--- config.mk ---
export PLATFORM = sky130hd
export DESIGN_NAME = ball_motion
export DESIGN_NICKNAME = d
export VERILOG_FILES = /design/src/rtl/ball_motion.sv
export SDC_FILE = /design/constraint.sdc
export NUM_CORES = 1
export LEC_CHECK = 0
export CAP_MARGIN = 20
export CORE_MARGIN = 2
export CORE_UTILIZATION = 54
export DETAILED_ROUTE_END_ITERATION = 7
export GPL_TIMING_DRIVEN = 0
export PLACE_DENSITY = 0.91
export RECOVER_POWER = 50
export SLEW_MARGIN = 5
export SYNTH_ARGS = -nofsm -noshare
export SYNTH_HDL_FRONTEND = slang
export SYNTH_SLANG_ARGS = --single-unit
--- constraint.sdc ---
create_clock -name clk -period 4 [get_ports clk]
set_input_delay 0.6 -clock clk [delete_from_list [all_inputs] [get_ports clk]]
set_output_delay 0.6 -clock clk [all_outputs]
set_load 0.1 [all_outputs]
--- src/rtl/ball_motion.sv ---
// Ball position integrator and game-state keeper.
// Tracks ball motion, brick mask, score and serve/play/over.
module ball_motion #(
  parameter int START_X      = 309,
  parameter int START_Y      = 400,
  parameter int X_MIN        = 133,
  parameter int X_MAX        = 485,
  parameter int Y_MAX        = 439,
  parameter int SERVE_FRAMES = 120
) (
  input  logic       clk,
  input  logic       rst,
  input  logic       frame_tick,
  input  logic       launch,
  input  logic [3:0] dx,
  input  logic [3:0] dy,
  input  logic [5:0] brick_hit,
  input  logic       game_over,
  output logic [8:0] ball_x,
  output logic [8:0] ball_y,
  output logic [5:0] brick_alive,
  output logic [7:0] score,
  output logic [1:0] state,
  output logic       win
);

  typedef enum logic [1:0] {
    SERVE = 2'd0,
    PLAY  = 2'd1,
    OVER  = 2'd2
  } state_t;

  state_t      st_q, st_d;
  logic [8:0]  x_d, y_d;
  logic [5:0]  alive_d;
  logic [7:0]  score_d;
  logic        win_d;
  logic [15:0] cnt_q, cnt_d;
  logic [5:0]  hit_q;
  logic        launch_q;

  logic signed [9:0] x_sum, y_sum;
  logic [5:0]        new_hits;
  logic [2:0]        n_hits;
  logic [8:0]        s_sum;
  logic              launch_rise;

  assign state       = st_q;
  assign launch_rise = launch & ~launch_q;

  // Candidate position, brick edges and saturating score.
  always_comb begin
    x_sum = $signed({1'b0, ball_x}) + $signed({{6{dx[3]}}, dx});
    y_sum = $signed({1'b0, ball_y}) + $signed({{6{dy[3]}}, dy});
    new_hits = brick_hit & ~hit_q & brick_alive;
    n_hits = 3'd0;
    for (int i = 0; i < 6; i++) begin
      n_hits = n_hits + 3'(new_hits[i]);
    end
    s_sum = {1'b0, score} + 9'(n_hits);
  end

  // Next-state and next-output logic.
  always_comb begin
    st_d    = st_q;
    x_d     = ball_x;
    y_d     = ball_y;
    alive_d = brick_alive;
    score_d = score;
    win_d   = win;
    cnt_d   = cnt_q;
    unique case (st_q)
      SERVE: begin
        x_d = 9'(START_X);
        y_d = 9'(START_Y);
        if (launch ||
            (frame_tick &&
             cnt_q == 16'(SERVE_FRAMES - 1))) begin
          st_d  = PLAY;
          cnt_d = '0;
        end else if (frame_tick) begin
          cnt_d = cnt_q + 16'd1;
        end
      end
      PLAY: begin
        alive_d = brick_alive & ~new_hits;
        score_d = s_sum[8] ? 8'hFF : s_sum[7:0];
        if (game_over) begin
          st_d  = OVER;
          win_d = 1'b0;
        end else if (brick_alive == 6'd0) begin
          st_d  = OVER;
          win_d = 1'b1;
        end else if (frame_tick) begin
          if (x_sum < $signed(10'(X_MIN)))
            x_d = 9'(X_MIN);
          else if (x_sum > $signed(10'(X_MAX)))
            x_d = 9'(X_MAX);
          else
            x_d = x_sum[8:0];
          if (y_sum < 10'sd0)
            y_d = 9'd0;
          else if (y_sum > $signed(10'(Y_MAX)))
            y_d = 9'(Y_MAX);
          else
            y_d = y_sum[8:0];
        end
      end
      OVER: begin
        if (launch_rise) begin
          st_d    = SERVE;
          x_d     = 9'(START_X);
          y_d     = 9'(START_Y);
          alive_d = 6'h3F;
          score_d = 8'd0;
          win_d   = 1'b0;
          cnt_d   = '0;
        end
      end
      default: st_d = SERVE;
    endcase
  end

  // State, outputs and edge-detect history registers.
  always_ff @(posedge clk) begin
    if (!rst) begin
      st_q        <= SERVE;
      ball_x      <= 9'(START_X);
      ball_y      <= 9'(START_Y);
      brick_alive <= 6'h3F;
      score       <= 8'd0;
      win         <= 1'b0;
      cnt_q       <= '0;
      hit_q       <= 6'd0;
      launch_q    <= 1'b0;
    end else begin
      st_q        <= st_d;
      ball_x      <= x_d;
      ball_y      <= y_d;
      brick_alive <= alive_d;
      score       <= score_d;
      win         <= win_d;
      cnt_q       <= cnt_d;
      hit_q       <= brick_hit;
      launch_q    <= launch;
    end
  end

endmodule

==> results of run 1 <==
[sequential cells by signal, summed over array words and instances (netlist names)]
| register | count |
|---|---|
| state | 2 |
| brick_alive | 6 |
| ball_y | 9 |
| cnt_q | 16 |
| ball_x | 9 |
| launch_q | 1 |
| hit_q | 6 |
| score | 8 |
| win | 1 |
[power breakdown]
group / internal, W / leakage (nW) / switching [W]
Combinational: 0.000123 / 1.18 / 0.000237
Clock: 0.000349 / 0.105 / 0.000249
Sequential: 0.000594 / 0.471 / 0.0000129
[placed cells by master, fill, tap and decap left out, types with 16 or more instances in the layout]
cell and count:
sky130_fd_sc_hd__dlygate4sd3_1 29, sky130_fd_sc_hd__inv_1 16, sky130_fd_sc_hd__ha_1 22, sky130_fd_sc_hd__xor2_1 16
sky130_fd_sc_hd__clkdlybuf4s50_1 24, sky130_fd_sc_hd__nand2_1 30, sky130_fd_sc_hd__dfxtp_1 58, sky130_fd_sc_hd__o21ai_0 27
sky130_fd_sc_hd__a21oi_1 25, sky130_fd_sc_hd__nand3_1 16, sky130_fd_sc_hd__nor2_1 34
[cell usage after synthesis, types with 3 or more instances]
| cell type | instances | share of area |
|---|---|---|
| sky130_fd_sc_hd__dfxtp_1 | 58 | 0.33 |
| sky130_fd_sc_hd__nor2_1 | 35 | 0.038 |
| sky130_fd_sc_hd__nand2_1 | 30 | 0.032 |
| sky130_fd_sc_hd__o21ai_0 | 28 | 0.040 |
| sky130_fd_sc_hd__a21oi_1 | 25 | 0.036 |
| sky130_fd_sc_hd__ha_1 | 22 | 0.079 |
| sky130_fd_sc_hd__inv_1 | 16 | 0.017 |
| sky130_fd_sc_hd__nand3_1 | 16 | 0.023 |
| sky130_fd_sc_hd__xor2_1 | 16 | 0.040 |
| sky130_fd_sc_hd__and3_1 | 13 | 0.023 |
| sky130_fd_sc_hd__and2_1 | 12 | 0.021 |
| sky130_fd_sc_hd__nand2b_1 | 12 | 0.021 |
| sky130_fd_sc_hd__nor3_1 | 10 | 0.014 |
| sky130_fd_sc_hd__xnor2_1 | 9 | 0.023 |
| sky130_fd_sc_hd__a21o_1 | 7 | 0.015 |
| sky130_fd_sc_hd__clkbuf_1 | 7 | 0.0075 |
| sky130_fd_sc_hd__nand4_1 | 7 | 0.013 |
| sky130_fd_sc_hd__fa_1 | 6 | 0.034 |
| sky130_fd_sc_hd__nand3b_1 | 6 | 0.013 |
| sky130_fd_sc_hd__nor2b_1 | 6 | 0.011 |
| sky130_fd_sc_hd__nor4_1 | 5 | 0.0089 |
| sky130_fd_sc_hd__a211oi_1 | 4 | 0.0086 |
| sky130_fd_sc_hd__a22o_1 | 4 | 0.010 |
| sky130_fd_sc_hd__a31oi_1 | 4 | 0.0071 |
| sky130_fd_sc_hd__o211ai_1 | 4 | 0.0086 |
| sky130_fd_sc_hd__and4_1 | 3 | 0.0075 |
| sky130_fd_sc_hd__o21a_1 | 3 | 0.0064 |
| sky130_fd_sc_hd__o21ai_1 | 3 | 0.0043 |
| sky130_fd_sc_hd__o22a_1 | 3 | 0.0075 |
| sky130_fd_sc_hd__o31ai_1 | 3 | 0.0064 |
[layout make-up]
type | count | area (um^2) | share of cell area
Timing Repair Buffer | 53 | 531 | 0.122
Inverter | 17 | 63.8 | 0.0146
Clock inverter | 7 | 93.8 | 0.0215
Sequential cell | 58 | 1160 | 0.266
Buffer | 9 | 35.0 | 0.00804
Tap cell | 77 | 96.3 | 0.0221
Multi-Input combinational cell | 328 | 2250 | 0.517
Clock buffer | 9 | 124 | 0.0284
[timing repair]
action                     4_1_cts  5_1_grt
resized for setup                0        6
hold endpoints to repair         0        0
setup buffers                    0        0
setup endpoints to repair        0        5
[per-stage QoR]
stage | util | cell area [um^2]
floorplan | - | 3500
global placement | 0.654 | 4130
detailed placement | 0.654 | 4130
CTS | 0.688 | 4350
global route | 0.690 | 4360
finish | 0.690 | 4360
[cells by family after synthesis]
| group | Yosys count | share of synthesized area |
|---|---|---|
| AND/OR/NAND/NOR | 165 | 0.251 |
| AO/OA/AOI/OAI | 109 | 0.211 |
| flip-flops | 58 | 0.332 |
| adder cells (fa/ha/maj) | 28 | 0.113 |
| buffers and inverters | 26 | 0.0282 |
| XOR/XNOR | 25 | 0.0625 |
| multiplexers | 1 | 0.00286 |
[per-layer routing]
metal  global-route usage  share of wire
met1                0.314           0.42
met3               0.0639          0.065
met5                    0              0
met2                0.429           0.50
met4               0.0750          0.015
[worst max-delay path by stage]
stage / startpoint / end / slack (ns) / cells after the start
after floorplan: brick_alive[0] / score[5] / 0.08 / 14
after global routing: brick_hit[0] / score[5] / 0.005 / 15
after CTS: brick_hit[0] / score[1] / 0.11 / 13
after global placement: brick_hit[0] / score[2] / -0.14 / 15
after detailed placement: brick_hit[0] / score[3] / -0.25 / 15
final: brick_hit[0] / score[1] / 0.16 / 13
[tightest hold or removal path: stages, from the launching register on]
cell	delay [ns]
sky130_fd_sc_hd__dfxtp_1	0.33
sky130_fd_sc_hd__nand2_1	0.06
sky130_fd_sc_hd__o21ai_1	0.05
==> results.rst, run 1 <==
.. list-table::
   :header-rows: 1

   * - Metric
     - Value
   * - Status
     - finished clean
   * - Share of the clock period used by the worst path after layout
     - 0.959
   * - Vias in the first global route
     - 3225
   * - Die boundary width
     - roughly 85 um
   * - Count of port buffers added during placement
     - 53
   * - Global-route wire length before repair
     - 14600 um
   * - Ratio of cells with drive above 1 in the final layout
     - 0.0582
   * - Relative slew slack
     - 0.329
   * - Overall Power
     - 0.00156 W
   * - Average wire per standard cell
     - 16.1 um
   * - Path class of the lowest-slack min-delay path
     - flop to flop
   * - Critical path buffer and inverter count
     - 3
   * - Yosys warning total
     - 0
   * - Post-placement worst setup slack
     - -0.249 ns
   * - Summed negative setup slack over all endpoints
     - 0 ns
   * - Power density over cell area
     - 359 nW/um^2
   * - Total global routing track utilization
     - 0.252
   * - DRC violations left
     - 0
   * - Largest incremental delay on the critical path
     - 0.53 ns
   * - Synthesized area divided by synthesized cell count
     - 8.50 um^2
   * - Setup violation total in the final timing report
     - 0
   * - TritonCTS clock tree
     - done
   * - Global route total overflow
     - 0
   * - Number of nets with antenna violations after routing
     - 0
   * - Reg2reg path depth
     - 12
   * - Share of synthesized registers carrying an async set or reset
     - 0
   * - Total of hold buffers inserted after clock tree synthesis
     - 0
   * - Placeable core region
     - 6310 um^2
   * - End point of the worst hold path
     - ball_x[3]
   * - Critical path required time
     - 4.25 ns
   * - Unrepaired setup endpoints after global routing
     - no
   * - Cell Count, Final, Fillers Out
     - 558
   * - Sequential share of the synthesized area
     - 0.332
   * - Number of levels in the clock H-tree
     - 3
   * - Detailed router's first-iteration violation count
     - 248
   * - Number of rows in the core area
     - 29
   * - Combined area of all synthesized cells
     - between 3000 and 4000 um^2
   * - Largest fanout on the critical path
     - 5
   * - Worst skew pair latency
     - 0.34 ns
   * - Post-synth EDFFs
     - 0
   * - Number of placed instances with taps included
     - approximately 540
   * - Area added between synthesis and finish
     - 24.5%
   * - Synth cell types
     - 60
   * - Crit path kind
     - input pin to flop
   * - Total of fill cells in the finished design
     - 492
   * - Final number of max-transition violations
     - 0
   * - Pleak
     - 1.76 nW
   * - Top-level port count
     - 54
   * - Element type at the critical path end
     - flop
   * - Ant. Diodes
     - 0
   * - Net count of the mapped netlist
     - 459
   * - Worst hold path stage count
     - 2
   * - Chip Height
     - 84.5 um
   * - Category of cells accounting for the largest share of critical-path delay
     - adder cells
   * - Final setup skew
     - 0.0103 ns
   * - Number of hold violations in the final report
     - 0
   * - Buffer levels on the longest clock path
     - 2
   * - TritonCTS Buffers
     - 9
   * - Post-route minimum period
     - 3.84 ns
   * - Critical R2R Launch
     - brick_alive[0]
   * - Final estimated routing congestion in global placement
     - around 0.9
   * - Via total after detailed routing
     - 3391
   * - Half-perimeter wire length of the detailed placement result
     - 6480 um
   * - Drt via density
     - approximately 6.1
   * - Total clock sinks
     - 58
   * - Synthesized netlist cell count
     - ~410
   * - Slew at the pin closest to its max-slew limit
     - 1.00 ns
   * - Total Routed Length
     - between 8000 and 9000 um
   * - Net count reported at finish
     - around 520
   * - Final-layout worst hold slack
     - around 0.48 ns
   * - Die Footprint
     - 7140 um^2
   * - Clock slew seen by the registers of the worst setup and hold paths
     - 0.07 ns
   * - Final critical-path setup slack
     - 0.165 ns
   * - Largest vdd supply drop
     - ~280 uV
   * - Max-cap violation count
     - 0
   * - First-pass DRT Iterations
     - 5
   * - Slowest cell on the critical path
     - sky130_fd_sc_hd__fa_1
   * - Initial cell density of the core
     - 0.554
   * - Register bit total from synthesis
     - 58
   * - CP startpoint kind
     - input pin
   * - Max Freq
     - roughly 260 MHz
   * - Setup slack on the worst flop-to-flop path
     - about 0.50 ns
   * - Most used DFF post-synth
     - sky130_fd_sc_hd__dfxtp_1
   * - Number of antenna violations at the first check in global routing
     - 0
   * - Maximum number of pins on one net before global-route repair
     - 12
   * - Worst-path cell chain
     - clkdlybuf4s50_1 -> nand2b_1 -> nor2_2 -> fa_1 -> inv_1 -> fa_1 -> fa_2 -> fa_2 -> inv_1 -> a21o_1 -> and3_4 -> nand4_1 -> a311oi_1
   * - Clk root buf
     - sky130_fd_sc_hd__clkbuf_8
   * - HP Start
     - ball_x[3]
   * - R2R Path End
     - score[1]
   * - Worst path arrival time
     - 4.08 ns
Power figures use the tool's default switching activity.
==> inputs of run 2 (changes only) <==
--- a/config.mk
+++ b/config.mk
@@ -7,10 +7,11 @@
 export LEC_CHECK = 0
 export CAP_MARGIN = 20
 export CORE_MARGIN = 2
-export CORE_UTILIZATION = 54
+export CORE_UTILIZATION = 56
+export CTS_BUF_LIST = sky130_fd_sc_hd__clkbuf_4
 export DETAILED_ROUTE_END_ITERATION = 7
 export GPL_TIMING_DRIVEN = 0
-export PLACE_DENSITY = 0.91
+export PLACE_DENSITY = 0.94
 export RECOVER_POWER = 50
 export SLEW_MARGIN = 5
 export SYNTH_ARGS = -nofsm -noshare
==> constraint.sdc (replaced) <==
create_clock -name clk -period 4 [get_ports clk]
set_input_delay 0.6 -clock clk [delete_from_list [all_inputs] [get_ports clk]]
set_output_delay 0.6 -clock clk [all_outputs]
set_load 0.005 [all_outputs]
==> results.rst, run 2 (same netlist as run 1, synthesis figures left out) <==
.. list-table::
   :header-rows: 1

   * - Metric
     - Value
   * - Status
     - finished clean
   * - Worst path arrival time
     - 4.07 ns (about the same)
   * - Number of rows in the core area
     - 28 (-3.4%)
   * - Power density over cell area
     - 307 nW/um^2 (-14%)
   * - Most Frequent Cell on Critical Path
     - sky130_fd_sc_hd__fa_1
   * - Worst-path cell chain
     - clkdlybuf4s50_1 -> nand2b_1 -> nor2_1 -> fa_1 -> inv_1 -> fa_1 -> fa_1 -> fa_2 -> inv_1 -> a21o_1 -> and3_1 -> nand4_1 -> a311oi_1
   * - Vias in the first global route
     - 3339 (+3.5%)
   * - Summed negative setup slack over all endpoints
     - 0 ns (unchanged)
   * - Element type at the critical path end
     - flop
   * - Post-cts resize count
     - 0 (unchanged)
   * - Pleak
     - 1.74 nW (-1.1%)
   * - Unrepaired setup endpoints after global routing
     - no
   * - DRC violations left
     - 0 (unchanged)
   * - Critical path required time
     - 4.32 ns (+0.07 ns)
   * - Number of flip-flops under the largest register name
     - 16 (unchanged)
   * - Number of hold violations in the final report
     - 0 (unchanged)
   * - Register with the most flip-flops
     - cnt_q
   * - Setup violation total in the final timing report
     - 0 (unchanged)
   * - Crit path kind
     - input pin to flop
   * - Max-cap violation count
     - 0 (unchanged)
   * - Buffer levels on the longest clock path
     - 2 (unchanged)
   * - Maximum number of pins on one net before global-route repair
     - 11 (-1)
   * - Clock slew seen by the registers of the worst setup and hold paths
     - 0.09 ns (+0.02 ns)
   * - Max Freq
     - 267 MHz (+2.3%)
   * - Worst skew pair latency
     - 0.42 ns (+0.08 ns)
   * - Number of buffers inserted to repair setup after CTS
     - 0 (unchanged)
   * - Largest vdd supply drop
     - 215 uV (-22%)
   * - Path class of the lowest-slack min-delay path
     - flop to flop
   * - TritonCTS Buffers
     - 9 (unchanged)
   * - Global route total overflow
     - 0 (unchanged)
   * - Share of the clock period used by the worst path after layout
     - 0.937 (-0.0215)
   * - Largest fanout on the critical path
     - 5 (unchanged)
   * - Number of levels in the clock H-tree
     - 3 (unchanged)
   * - Count of port buffers added during placement
     - 53 (unchanged)
   * - Detailed router's first-iteration violation count
     - 198 (-20%)
   * - Total of hold buffers inserted after clock tree synthesis
     - 0 (unchanged)
   * - Slowest cell on the critical path
     - sky130_fd_sc_hd__fa_1
   * - Total of fill cells in the finished design
     - 447 (-9.1%)
   * - Total Routed Length
     - 8730 um (-2.5%)
   * - Total global routing track utilization
     - 0.256 (+0.00475)
   * - Cell Count, Final, Fillers Out
     - 556 (-0.36%)
   * - Final setup skew
     - 0.0152 ns (+0.00492 ns)
   * - Number of nets with antenna violations after routing
     - 0 (unchanged)
   * - Slew at the pin closest to its max-slew limit
     - 0.729 ns (-0.274 ns)
   * - Chip Height
     - 83.1 um (-1.7%)
   * - Die Footprint
     - 6900 um^2 (-3.4%)
   * - Half-perimeter wire length of the detailed placement result
     - 6500 um (+0.24%)
   * - Average wire per standard cell
     - 15.7 um (-2.2%)
   * - Clk root buf
     - sky130_fd_sc_hd__clkbuf_4
   * - Final number of max-transition violations
     - 0 (unchanged)
   * - Largest incremental delay on the critical path
     - 0.50 ns (-0.03 ns)
   * - Final estimated routing congestion in global placement
     - 0.925 (+2.5%)
   * - Number of placed instances with taps included
     - 540 (-0.37%)
   * - Total clock sinks
     - 58 (unchanged)
   * - Top-level port count
     - 54 (unchanged)
   * - Net count reported at finish
     - 523 (unchanged)
   * - Drt via density
     - 6.11 (+0.48%)
   * - Number of antenna violations at the first check in global routing
     - 0 (unchanged)
   * - Initial cell density of the core
     - 0.584 (+0.0299)
   * - Most common cell after layout, fill and taps aside
     - sky130_fd_sc_hd__dfxtp_1
   * - CP startpoint kind
     - input pin
   * - Commonest non-fill, non-tap cells in the layout
     - sky130_fd_sc_hd__dfxtp_1, sky130_fd_sc_hd__nor2_1, sky130_fd_sc_hd__dlygate4sd3_1
   * - Die boundary width
     - 83.1 um (-1.7%)
   * - Global-route wire length before repair
     - 14800 um (+1.3%)
   * - TritonCTS clock tree
     - done
   * - Ant. Diodes
     - 0 (unchanged)
   * - Relative slew slack
     - 0.508 (+0.178)
   * - Biggest registers after layout
     - cnt_q (16), ball_x (9), ball_y (9)
   * - Post-route minimum period
     - 3.75 ns (-0.0858 ns)
   * - First-pass DRT Iterations
     - 5 (unchanged)
   * - Ratio of cells with drive above 1 in the final layout
     - 0.0478 (-0.0104)
   * - Placeable core region
     - 5990 um^2 (-5.1%)
   * - Via total after detailed routing
     - 3395 (+0.12%)
   * - Area added between synthesis and finish
     - 21.7%
run 2: layout make-up:
| type | count | area [um^2] | area share |
|---|---|---|---|
| buffer | 9 | 35.0 | 0.00822 |
| sequential | 58 | 1160 | 0.273 |
| tap | 75 | 93.8 | 0.0220 |
| inverter | 17 | 63.8 | 0.0150 |
| clock buffer | 12 | 90.1 | 0.0211 |
| multi-input combinational | 328 | 2240 | 0.527 |
| timing repair buffer | 53 | 531 | 0.125 |
| clock inverter | 4 | 42.5 | 0.00999 |
run 2: path summary, 6_finish.rpt:
path,slack [ns],start,to,cells after the start
worst max-delay path,0.25,brick_hit[0],score[0],13
worst min-delay path,0.49,ball_x[3],ball_x[3],2
worst max register to register,0.54,hit_q[0],score[0],12
worst min register to register,0.49,ball_x[3],ball_x[3],2
run 2: where the power goes:
group          leakage, nW  switching [W]  internal (W)
Combinational         1.19       0.000158      0.000122
Sequential           0.471      0.0000133      0.000593
Clock               0.0764       0.000216      0.000207
Total                 1.74       0.000387      0.000922
run 2: routing by layer:
metal	wire length [um]	share of wire	global-route usage
met2	4270	0.49	0.427
met1	3750	0.43	0.316
met5	0	0	0
met3	502	0.058	0.0477
met4	206	0.024	0.128
run 2: per-stage QoR:
| stage | instance area, um^2 | power [W] | worst slack (ns) | utilization | hold WS, ns |
|---|---|---|---|---|---|
| 3_5_place_dp | 4130 | 0.000896 | -0.231 | 0.689 | 0.479 |
| 3_3_place_gp | 4130 | 0.000879 | -0.130 | 0.689 | 0.468 |
| 6_report | 4260 | 0.00131 | 0.250 | 0.711 | 0.488 |
| 5_1_grt | 4260 | 0.00138 | 0.0275 | 0.711 | 0.513 |
| 4_1_cts | 4260 | 0.00131 | 0.194 | 0.711 | 0.490 |
| 2_1_floorplan | 3500 | 0.000802 | 0.541 | - | 0.458 |
run 2: worst max-delay path: cells and delay by family:
kind	cells	cell delay, ns
fa+ha+maj	4	1.82
compound gates	2	0.45
buf+inv	3	0.55
simple gates	4	0.64
